===== config.mk =====
export PLATFORM = sky130hd
export DESIGN_NAME = sm_result_bcd_decoder
export DESIGN_NICKNAME = d
export VERILOG_FILES = /design/src/rtl/sm_result_bcd_decoder_pkg.sv /design/src/rtl/sm_result_bcd_decoder_bcd_add3_cell.sv /design/src/rtl/sm_result_bcd_decoder.sv
export SDC_FILE = /design/constraint.sdc
export NUM_CORES = 1
export LEC_CHECK = 0
export BUFFER_PORTS_ARGS = -buffer_cell sky130_fd_sc_hd__clkbuf_2
export CAP_MARGIN = 20
export CORE_MARGIN = 2
export CORE_UTILIZATION = 40
export DETAILED_ROUTE_END_ITERATION = 7
export PLACE_DENSITY_LB_ADDON = 0.05
export SLEW_MARGIN = 20
export SYNTH_ARGS = -nofsm -noshare
export SYNTH_HDL_FRONTEND = slang
export SYNTH_SLANG_ARGS = --single-unit

===== constraint.sdc =====
create_clock -name clk -period 1.65 [get_ports clk]
set_input_delay 0.33 -clock clk [delete_from_list [all_inputs] [get_ports clk]]
set_output_delay 0.33 -clock clk [all_outputs]
set_load 0.1 [all_outputs]

===== src/rtl/sm_result_bcd_decoder_pkg.sv =====
// Shared types and constants for the sign-magnitude result BCD decoder.
package sm_result_bcd_decoder_pkg;

  typedef enum logic [1:0] {
    IDLE    = 2'd0,
    CONVERT = 2'd1,
    DONE    = 2'd2
  } state_t;

  localparam int unsigned BCD_W          = 4;
  localparam int unsigned ADD3_THRESHOLD = 5;
  localparam logic [BCD_W-1:0] BLANK_CODE = 4'hF;

endpackage


===== src/rtl/sm_result_bcd_decoder_bcd_add3_cell.sv =====
// One double-dabble digit correction: add 3 when the digit is 5 or more.
module bcd_add3_cell
  import sm_result_bcd_decoder_pkg::*;
(
  input  logic [BCD_W-1:0] digit,
  output logic [BCD_W-1:0] adjusted_c
);

  always_comb begin
    adjusted_c = digit;
    if (digit >= BCD_W'(ADD3_THRESHOLD)) adjusted_c = digit + BCD_W'(3);
  end

endmodule


===== src/rtl/sm_result_bcd_decoder.sv =====
// Sign-magnitude result to BCD decoder using one double-dabble step per cycle.
// Optional leading-zero blanking is enabled by defining SM_BCD_LEADING_BLANK_EN.
module sm_result_bcd_decoder
  import sm_result_bcd_decoder_pkg::*;
#(
  parameter int unsigned MAG_W  = 8,
  parameter int unsigned DIGITS = 3
) (
  input  logic                      clk,
  input  logic                      rst,
  input  logic                      in_valid,
  output logic                      in_ready,
  input  logic [MAG_W:0]            in_result,
  input  logic                      in_div_by_zero,
  output logic                      out_valid,
  input  logic                      out_ready,
  output logic                      out_neg,
  output logic                      out_err,
  output logic [BCD_W*DIGITS-1:0]   out_bcd
);

  localparam int unsigned BCD_TW = BCD_W * DIGITS;
  localparam int unsigned CNT_W  = (MAG_W > 1) ? $clog2(MAG_W) : 1;

`ifdef SM_BCD_LEADING_BLANK_EN
  localparam logic [BCD_TW-1:0] ERR_BCD = {DIGITS{BLANK_CODE}};
`else
  localparam logic [BCD_TW-1:0] ERR_BCD = '0;
`endif

  state_t            state;
  logic [MAG_W-1:0]  shift_q;
  logic [BCD_TW-1:0] bcd_q;
  logic [CNT_W-1:0]  cnt_q;
  logic              neg_q;

  logic [BCD_TW-1:0] adj_c;
  logic [BCD_TW-1:0] next_bcd_c;
  logic [MAG_W-1:0]  next_shift_c;
  logic [BCD_TW-1:0] disp_bcd_c;

  for (genvar d = 0; d < DIGITS; d++) begin : g_add3
    bcd_add3_cell u_cell (
      .digit      (bcd_q[d*BCD_W +: BCD_W]),
      .adjusted_c (adj_c[d*BCD_W +: BCD_W])
    );
  end

  // Shift the corrected accumulator and the magnitude left together.
  assign next_bcd_c   = {adj_c[BCD_TW-2:0], shift_q[MAG_W-1]};
  assign next_shift_c = {shift_q[MAG_W-2:0], 1'b0};

`ifdef SM_BCD_LEADING_BLANK_EN
  // Blank zero digits above the first non-zero one; ones digit always shown.
  always_comb begin
    logic seen;
    disp_bcd_c = next_bcd_c;
    seen       = 1'b0;
    for (int d = DIGITS - 1; d >= 1; d--) begin
      if (next_bcd_c[d*BCD_W +: BCD_W] != '0) seen = 1'b1;
      if (!seen) disp_bcd_c[d*BCD_W +: BCD_W] = BLANK_CODE;
    end
  end
`else
  assign disp_bcd_c = next_bcd_c;
`endif

  always_ff @(posedge clk) begin
    if (rst) begin
      state     <= IDLE;
      in_ready  <= 1'b1;
      out_valid <= 1'b0;
      out_neg   <= 1'b0;
      out_err   <= 1'b0;
      out_bcd   <= '0;
      shift_q   <= '0;
      bcd_q     <= '0;
      cnt_q     <= '0;
      neg_q     <= 1'b0;
    end else begin
      case (state)
        IDLE: begin
          if (in_valid) begin
            in_ready <= 1'b0;
            if (in_div_by_zero) begin
              out_err   <= 1'b1;
              out_neg   <= 1'b0;
              out_bcd   <= ERR_BCD;
              out_valid <= 1'b1;
              state     <= DONE;
            end else begin
              shift_q <= in_result[MAG_W-1:0];
              bcd_q   <= '0;
              cnt_q   <= '0;
              // Negative zero is displayed as +0.
              neg_q   <= in_result[MAG_W] & (|in_result[MAG_W-1:0]);
              state   <= CONVERT;
            end
          end
        end
        CONVERT: begin
          bcd_q   <= next_bcd_c;
          shift_q <= next_shift_c;
          cnt_q   <= cnt_q + CNT_W'(1);
          if (cnt_q == CNT_W'(MAG_W - 1)) begin
            out_bcd   <= disp_bcd_c;
            out_neg   <= neg_q;
            out_err   <= 1'b0;
            out_valid <= 1'b1;
            state     <= DONE;
          end
        end
        DONE: begin
          if (out_ready) begin
            out_valid <= 1'b0;
            in_ready  <= 1'b1;
            state     <= IDLE;
          end
        end
        default: begin
          state    <= IDLE;
          in_ready <= 1'b1;
        end
      endcase
    end
  end

endmodule


==> results of run 1 <==
-- sequential cells by signal (all words and copies together) (netlist names) --
register,count
out_bcd,12
cnt_q,3
in_ready,1
out_valid,1
out_err,1
state,2
out_neg,1
shift_q,8
bcd_q,12
neg_q,1
-- layer usage --
metal	track usage, %	part of all wire (%)	vias to the layer above
li1	-	-	862
met1	21.6	49	780
met2	27.3	46	27
met3	4.07	3.5	7
met4	5.95	1.4	0
met5	0	0	-
-- kinds of logic (layout without fill, tap and decap cells) --
family / count (synthesis) / in the layout
AO/OA/AOI/OAI: 60 / 60
flip-flops: 42 / 42
AND/OR/NAND/NOR: 90 / 90
buffers and inverters: 19 / 53
XOR/XNOR: 4 / 4
adder cells (fa/ha/maj): 8 / 8
multiplexers: 1 / 1
-- synth_stat cells (all sizes together), types with 6 or more instances --
| cell | n |
|---|---|
| dfxtp | 42 |
| a311oi | 8 |
| a21oi | 28 |
| nand2b | 6 |
| nor2 | 20 |
| buf | 8 |
| nand2 | 33 |
| nand3 | 8 |
| inv | 7 |
| ha | 8 |
| o21ai | 7 |
-- placed cells by master, fill, tap and decap left out, types with 2 or more instances in the layout --
master,Yosys,routed
dfxtp_1,42,41
nand2_1,33,33
clkbuf_2,0,29
a21oi_1,23,22
nor2_1,19,19
nand3_1,8,8
ha_1,8,8
o21ai_0,7,7
buf_4,2,7
inv_1,6,6
nand2b_1,6,6
clkbuf_8,0,6
a22oi_1,5,5
nor3_1,5,5
nand3b_1,5,5
a21oi_2,4,5
a311oi_1,5,5
o32ai_1,5,5
a211o_1,3,3
nand4_1,3,3
xnor2_1,3,3
a311oi_2,3,3
nor3b_1,2,2
or3b_1,2,2
nor4_1,2,2
bufinv_16,0,2
buf_12,0,2
-- cell type report --
type,count,area [um^2]
fillers,476,2390
well taps,67,83.8
clock inverters,2,60.1
repair buffers,38,238
inverters,7,26.3
flip-flops and latches,42,842
multi-input cells,163,1030
clock buffers,6,82.6
-- worst paths after layout --
path / from / to / cells past startpoint / slack [ps]
worst min register to register: out_bcd[11] / out_bcd[11] / 2 / 460
worst max register to register: cnt_q[0] / out_valid / 6 / 80
worst min-delay path: in_result[8] / neg_q / 3 / 270
worst max-delay path: cnt_q[0] / out_valid / 6 / 80
-- critical path: stages, from the launching register on --
cell and delay [ps]:
dfxtp_2 330, ha_1 190, ha_1 190, and3b_2 250, a31o_2 310, nor2_1 130
a311oi_2 40
-- per-stage QoR --
| step | std cells | setup TNS, ps |
|---|---|---|
| after global placement | 317 | 0 |
| after CTS | 325 | 0 |
| after floorplan | 224 | 0 |
| after detailed placement | 317 | 0 |
| final | 325 | 0 |
| after global routing | 325 | -12.9 |
-- power by group through the flow --
stage          Clock [mW]  Combinational [mW]  Sequential (mW)
3_5_place_dp            0               0.283             1.09
3_3_place_gp            0               0.282             1.09
2_1_floorplan           0               0.164             1.13
6_report            0.998               0.280             1.07
5_1_grt              1.06               0.304             1.07
4_1_cts              1.02               0.283             1.07
==> metrics.md, run 1 <==
| Metric | Value |
|---|---|
| Post-Synth Adder-Cell Area | 5.03% |
| Flop and latch count out of synthesis | 42 |
| Critical path data arrival time | 1730 ps |
| Clock group share of total power | 42.5% |
| Worst Path Max Fanout | 9 |
| Final instance area | 2370 um^2 |
| Final Util | 49.8% |
| Core area | 4750 um^2 |
| Design Power | 2.35 mW |
| Synth Area in Compound Gates | 22.3% |
| Fraction of registers with async set/reset | 0% |
| Critical Path Sink Type | flip-flop |
| CTS Root Cell | clkbuf_8 |
| Post-synth net total | 246 |
| Switching share of power | 23.7% |
| CTS resizes | 0 |
| Largest net degree at the start of global routing | 20 |
| Via density | 5.16 |
| Int Power | 1.79 mW |
| Outcome | finished, final reports clean |
| Critical path type | reg2reg |
| Final setup fails | 0 |
| Initial Util | 41.8% |
| Fin nets | 279 |
| Pre-antenna DRT Iters | 4 |
| Hold Crit Class | in2reg |
| Share of cells above drive strength 1 | 24.8% |
| Static Leak | 0.912 nW |
| Sequential area share after synthesis | 42.3% |
| Maxcap violations | 0 |
| Final wirelength | 4210 um |
| # port buffers | 29 |
| Hold-fix buffers, CTS | 0 |
| Site row count | 25 |
| Die ar. | 5550 um^2 |
| Cell Area, Placed | 2220 um^2 |
| Gpl congestion | 0.738 |
| TritonCTS buffer count | 5 |
| Setup crit start kind | flip-flop |
| Synth Flop Type | dfxtp_1 |
| Setup Skew | 9.53 ps |
| Pre-CTS setup slack | 28.4 ps |
| Via count | 1676 |
| Syn-to-layout area delta | 19.1% |
| # diodes | 0 |
| Actual slew at the worst max-slew pin | 547 ps |
| Maximum root-to-sink buffer count | 2 |
| Clk slew on worst S/H paths | 80 ps |
| Worst path required time | 1820 ps |
| Setup repair bufs after CTS | 0 |
| Pins Over Slew Limit | 0 |
| Initial antenna violation count | 0 |
| CTS tree | built |
| Ranking of synthesized cells by area | dfxtp_1 42%, nand2_1 6.2%, a21oi_1 5.8% |
| Vias in the first global route | 1542 |
| Largest area contributor in the netlist | dfxtp_1 |
| Final worst slack | 81.3 ps |
| Synth top area share | 42.3% |
| Area share of and/or/nand/nor cells after synthesis | 22.2% |
| Xor/xnor cell area share of the yosys netlist | 1.76% |
| Ys Warns | 0 |
| Final Cycle Share | 95.1% |
| Antenna viol nets, final | 0 |
| Fmax | 0.637 GHz |
| Grt total ovfl | 0 |
| Mux cell area share after synthesis | 0.566% |
| DR DRC count | 0 |
| Clk Latency, worst-skew pair | 290 ps |
| Die width | 74.5 um |
| Net switching power | 0.557 mW |
| Top Ports | 30 |
| Detailed Place HPWL | 3050 um |
| Post-Syn Area | 1990 um^2 |
| Largest family of logic cells by synthesized area | compound AO/OA/AOI/OAI gates |
| Final hold vios | 0 |
| Netlist cell types | 40 |
| Total GRT Usage | 16.7% |
| Worst hold margin | 270 ps |
| Htree depth | 2 |
| Min Tclk post-route | 1570 ps |
| WL/cell | 13.0 um |
| CTS Sinks | 42 |
| Logic pwr share | 11.9% |
| First-pass GRT wire length | 7130 um |
| Iter 0 DRT Violations | 72 |
| Peak supply drop | 0.000809 V |
| Syn_area_per_cell | 8.88 um^2 |
| Sequential Power Share | 45.6% |
| Max-slew headroom | 63.7% |
| Mapped Cells | 224 |
| Die Ht | 74.5 um |
| PD cells | 991 nW/um^2 |
| Number of enable flip-flop cells after synthesis | 0 |
No activity file was read; power rests on OpenSTA's default activity.
==> run 2, diff against run 1 <==
--- a/config.mk
+++ b/config.mk
@@ -7,8 +7,9 @@
 export LEC_CHECK = 0
 export BUFFER_PORTS_ARGS = -buffer_cell sky130_fd_sc_hd__clkbuf_2
 export CAP_MARGIN = 20
+export CORE_ASPECT_RATIO = 1.1
 export CORE_MARGIN = 2
-export CORE_UTILIZATION = 40
+export CORE_UTILIZATION = 50
 export DETAILED_ROUTE_END_ITERATION = 7
 export PLACE_DENSITY_LB_ADDON = 0.05
 export SLEW_MARGIN = 20
==> metrics.md, run 2 (same netlist as run 1, synthesis figures left out) <==
| Metric | Value |
|---|---|
| Fin nets | 283 |
| DR DRC count | 0 |
| Maximum root-to-sink buffer count | 2 |
| Share of cells above drive strength 1 | 26.2% |
| CTS Sinks | 42 |
| Hold Crit Class | in2reg |
| Fill count | 378 |
| Actual slew at the worst max-slew pin | 546 ps |
| Critical path type | reg2reg |
| Top Ports | 30 |
| Critical Path Sink Type | flip-flop |
| Site row count | 24 |
| # diodes | 0 |
| Iter 0 DRT Violations | 101 |
| Min Tclk post-route | 1600 ps |
| CTS tree | built |
| First-pass GRT wire length | 7250 um |
| Worst hold margin | 273 ps |
| Ordered list of cells on the worst path | ha_1 > ha_2 > and3b_2 > a31oi_4 > buf_12 > nand2_1 > a21oi_2 |
| Design Power | 2.02 mW |
| Final setup fails | 0 |
| Via count | 1712 |
| Vias in the first global route | 1634 |
| Htree depth | 2 |
| Crit-path max cell delay | 320 ps |
| Setup crit start kind | flip-flop |
| CP max stage cell | dfxtp_2 |
| Maxcap violations | 0 |
| Worst Path Max Fanout | 6 |
| Clk slew on worst S/H paths | 70 ps |
| Peak supply drop | 0.000566 V |
| Most frequent cells in the layout | 41 x dfxtp_1, 33 x nand2_1, 29 x clkbuf_2 |
| Critical path data arrival time | 1820 ps |
| Largest registers | bcd_q: 12 flops, out_bcd: 12 flops, shift_q: 8 flops |
| Syn-to-layout area delta | 17.8% |
| Antenna viol nets, final | 0 |
| Setup Skew | 3.18 ps |
| Die width | 64.1 um |
| Final wirelength | 4270 um |
| # port buffers | 29 |
| Detailed Place HPWL | 2960 um |
| Gpl congestion | 0.811 |
| WL/cell | 13.7 um |
| Initial Util | 50.9% |
| Initial antenna violation count | 0 |
| Die Ht | 70.1 um |
| Fmax | 0.624 GHz |
| Grt total ovfl | 0 |
| Max-slew headroom | 63.8% |
| Via density | 5.49 |
| Hold-fix buffers, CTS | 0 |
| Worst path required time | 1870 ps |
| Core area | 3900 um^2 |
| PD cells | 861 nW/um^2 |
| Die ar. | 4500 um^2 |
| Clk Latency, worst-skew pair | 290 ps |
| TritonCTS buffer count | 5 |
| Commonest non-fill, non-tap cell in the layout | dfxtp_1 |
| CTS Root Cell | clkbuf_8 |
| Pins Over Slew Limit | 0 |
| Total GRT Usage | 20.2% |
| Static Leak | 0.908 nW |
| Final hold vios | 0 |
| Pre-antenna DRT Iters | 4 |
| Outcome | finished, final reports clean |
| Largest net degree at the start of global routing | 20 |
| Final Cycle Share | 97.2% |
-- run 2: cell count changes in the layout (fill, tap and decap cells not counted), sizes merged --
| cell | before | now |
|---|---|---|
| buf | 9 | 12 |
| bufinv | 2 | 0 |
| clkbuf | 35 | 36 |
-- run 2: power by group --
group / switching, mW / internal [mW]
Combinational: 0.186 / 0.111
Sequential: 0.0234 / 1.05
Clock: 0.326 / 0.323
Total: 0.536 / 1.48
-- run 2: final cells by class --
| class | count | area (um^2) | area share, % |
|---|---|---|---|
| Sequential cell | 42 | 842 | 36.0 |
| Inverter | 7 | 26.3 | 1.12 |
| Multi-Input combinational cell | 163 | 1040 | 44.4 |
| Clock buffer | 6 | 82.6 | 3.53 |
| Timing Repair Buffer | 42 | 285 | 12.2 |
| Tap cell | 52 | 65.1 | 2.78 |
-- run 2: path summary, 6_finish.rpt --
check / end / cells past startpoint / from / slack [ps]
worst max-delay path: out_bcd[2] / 7 / cnt_q[0] / 50
worst min-delay path: neg_q / 3 / in_result[8] / 270
worst max register to register: out_bcd[2] / 7 / cnt_q[0] / 50
worst min register to register: out_bcd[3] / 2 / out_bcd[3] / 460
-- run 2: repair_timing --
| item | 4_1_cts | 5_1_grt |
|---|---|---|
| pin swaps | 0 | 2 |
| hold endpoints to repair | 0 | 0 |
| endpoints found under the setup margin | 1 | 12 |
| cloned | 0 | 1 |
| buffers inserted | 0 | 3 |
| gates resized for setup | 1 | 5 |
-- run 2: per-stage QoR --
stage | util (%) | setup TNS, ps | std cells | instance area (um^2) | worst slack (ps)
global route | 60.0 | -91.7 | 312 | 2340 | -18.4
finish | 60.0 | 0 | 312 | 2340 | 46.6
global placement | 56.4 | 0 | 302 | 2200 | 67.5
detailed placement | 56.4 | -0.236 | 302 | 2200 | -0.236
CTS | 58.5 | 0 | 308 | 2280 | 10.7
floorplan | - | 0 | 224 | 1990 | 109
-- run 2: worst max-delay path: cells and delay by family (launching register included) --
family / cells / cell delay [ps]
buffers and inverters: 1 / 160
flip-flops: 1 / 320
AO/OA/AOI/OAI: 2 / 390
AND/OR/NAND/NOR: 2 / 300
adder cells (fa/ha/maj): 2 / 360
-- run 2: routing by layer --
layer  global-route usage, %  part of all wire, %  vias up
li1                        -                    -      872
met5                       0                    0        -
met3                    5.15                  4.4        8
met4                    7.33                  1.7        0
met2                    34.0                   50       39
met1                    24.8                   44      793
==> run 3, diff against run 2 <==
--- a/config.mk
+++ b/config.mk
@@ -11,7 +11,7 @@
 export CORE_MARGIN = 2
 export CORE_UTILIZATION = 50
 export DETAILED_ROUTE_END_ITERATION = 7
-export PLACE_DENSITY_LB_ADDON = 0.05
+export PLACE_DENSITY_LB_ADDON = 0.1
 export SLEW_MARGIN = 20
 export SYNTH_ARGS = -nofsm -noshare
 export SYNTH_HDL_FRONTEND = slang
==> metrics.md, run 3 (same netlist as run 1, synthesis figures left out) <==
| Metric | Value |
|---|---|
| Outcome | finished, final reports clean |
| RSZ-0062 raised after global routing | no |
| Fin nets | 281 |
| Static Leak | 0.893 nW |
| GR Util met3 | 4.99% |
| Initial antenna violation count | 0 |
| R2R depth | 7 |
| Largest net degree at the start of global routing | 20 |
| Share of cells above drive strength 1 | 24.0% |
| First-pass GRT wire length | 7380 um |
| Final Cycle Share | 93.9% |
| Final hold vios | 0 |
| Grt total ovfl | 0 |
| Clk Latency, worst-skew pair | 280 ps |
| Pins Over Slew Limit | 0 |
| Via count | 1689 |
| Setup TNS | 0 ps |
| Largest registers | bcd_q: 12 flops, out_bcd: 12 flops, shift_q: 8 flops |
| Final setup fails | 0 |
| Hold-fix buffers, CTS | 0 |
| Met2 Resource Use GR | 35.8% |
| Actual slew at the worst max-slew pin | 543 ps |
| Core area | 3900 um^2 |
| Maximum root-to-sink buffer count | 2 |
| Worst hold margin | 281 ps |
| Iter 0 DRT Violations | 65 |
| Die Ht | 70.1 um |
| Most frequent cells in the layout | 42 x dfxtp_1, 33 x nand2_1, 29 x clkbuf_2 |
| Critical Path Sink Type | flip-flop |
| Min Tclk post-route | 1550 ps |
| Worst Hold Depth | 3 |
| Max-slew headroom | 64.0% |
| PD cells | 870 nW/um^2 |
| Total GRT Usage | 20.7% |
| DR DRC count | 0 |
| Setup crit start kind | flip-flop |
| Critical path type | reg2reg |
| # diodes | 0 |
| Fmax | 0.645 GHz |
| Die width | 64.1 um |
| Via density | 5.45 |
| WL/cell | 13.5 um |
| Gpl congestion | 0.844 |
| Setup Skew | 2.86 ps |
| Top Ports | 30 |
| Commonest non-fill, non-tap cell in the layout | dfxtp_1 |
| Htree depth | 2 |
| CTS Sinks | 42 |
| Maxcap violations | 0 |
| Peak supply drop | 0.000672 V |
| Vias in the first global route | 1649 |
| Die ar. | 4500 um^2 |
| Worst Path Max Fanout | 6 |
| GR Util met1 | 25.2% |
| Worst path required time | 1870 ps |
| Critical path data arrival time | 1770 ps |
| Hold Crit Class | in2reg |
| TritonCTS buffer count | 5 |
| Final wirelength | 4180 um |
| Initial Util | 50.9% |
| CTS tree | built |
| Detailed Place HPWL | 3050 um |
| CTS Root Cell | clkbuf_8 |
| Antenna viol nets, final | 0 |
| Fill count | 368 |
| Pre-antenna DRT Iters | 4 |
| Top Usage Layer GRT | met2 |
| # port buffers | 29 |
| Syn-to-layout area delta | 15.6% |
| Clk slew on worst S/H paths | 70 ps |
| Site row count | 24 |
run 3: changes by cell type in the layout (fill, tap and decap cells not counted), sizes merged:
cell,previous run,this run
buf,12,11
clkbuf,36,35
run 3: final cells by class:
cell class,count,area [um^2],area share (%)
multi-input cells,163,1040,45.2
flip-flops and latches,42,841,36.6
repair buffers,40,244,10.6
clock buffers,6,82.6,3.59
well taps,52,65.1,2.83
inverters,7,26.3,1.14
run 3: power breakdown:
part           internal [mW]  switching (mW)
clock network          0.323           0.325
registers               1.05          0.0239
logic                 0.0994           0.182
run 3: timing repair:
item,in CTS,in global routing
endpoints found under the setup margin,0,9
resized for setup,0,3
setup buffers,0,2
run 3: per-layer routing:
metal / routed length, um / share of wire (%)
met5: 0 / 0
met4: 26 / 0.62
met3: 146 / 3.5
met2: 2140 / 51
met1: 1870 / 45
run 3: stage by stage:
stage                     utilization, %  instance area (um^2)  power (mW)  std cells  worst slack (ps)
after floorplan                        -                  1990        1.30        224               109
after global placement              56.1                  2190        1.37        302              72.9
after detailed placement            56.1                  2190        1.37        302              45.6
after CTS                           58.2                  2270        2.02        308              29.1
after global routing                58.9                  2300        2.10        310              15.7
final                               58.9                  2300        2.00        310              99.9
run 3: critical path, cell delays in order, from the launching register on:
cell	delay (ps)
dfxtp_1	320
ha_1	200
ha_1	180
and3b_2	250
a31oi_4	160
buf_4	170
nand2_1	70
a21oi_2	130
run 3: worst paths after layout:
kind,slack [ps],start,endpoint
worst max-delay path,100,cnt_q[0],out_bcd[3]
worst min-delay path,280,in_result[8],neg_q
worst max register to register,100,cnt_q[0],out_bcd[3]
worst min register to register,450,out_bcd[0],out_bcd[0]
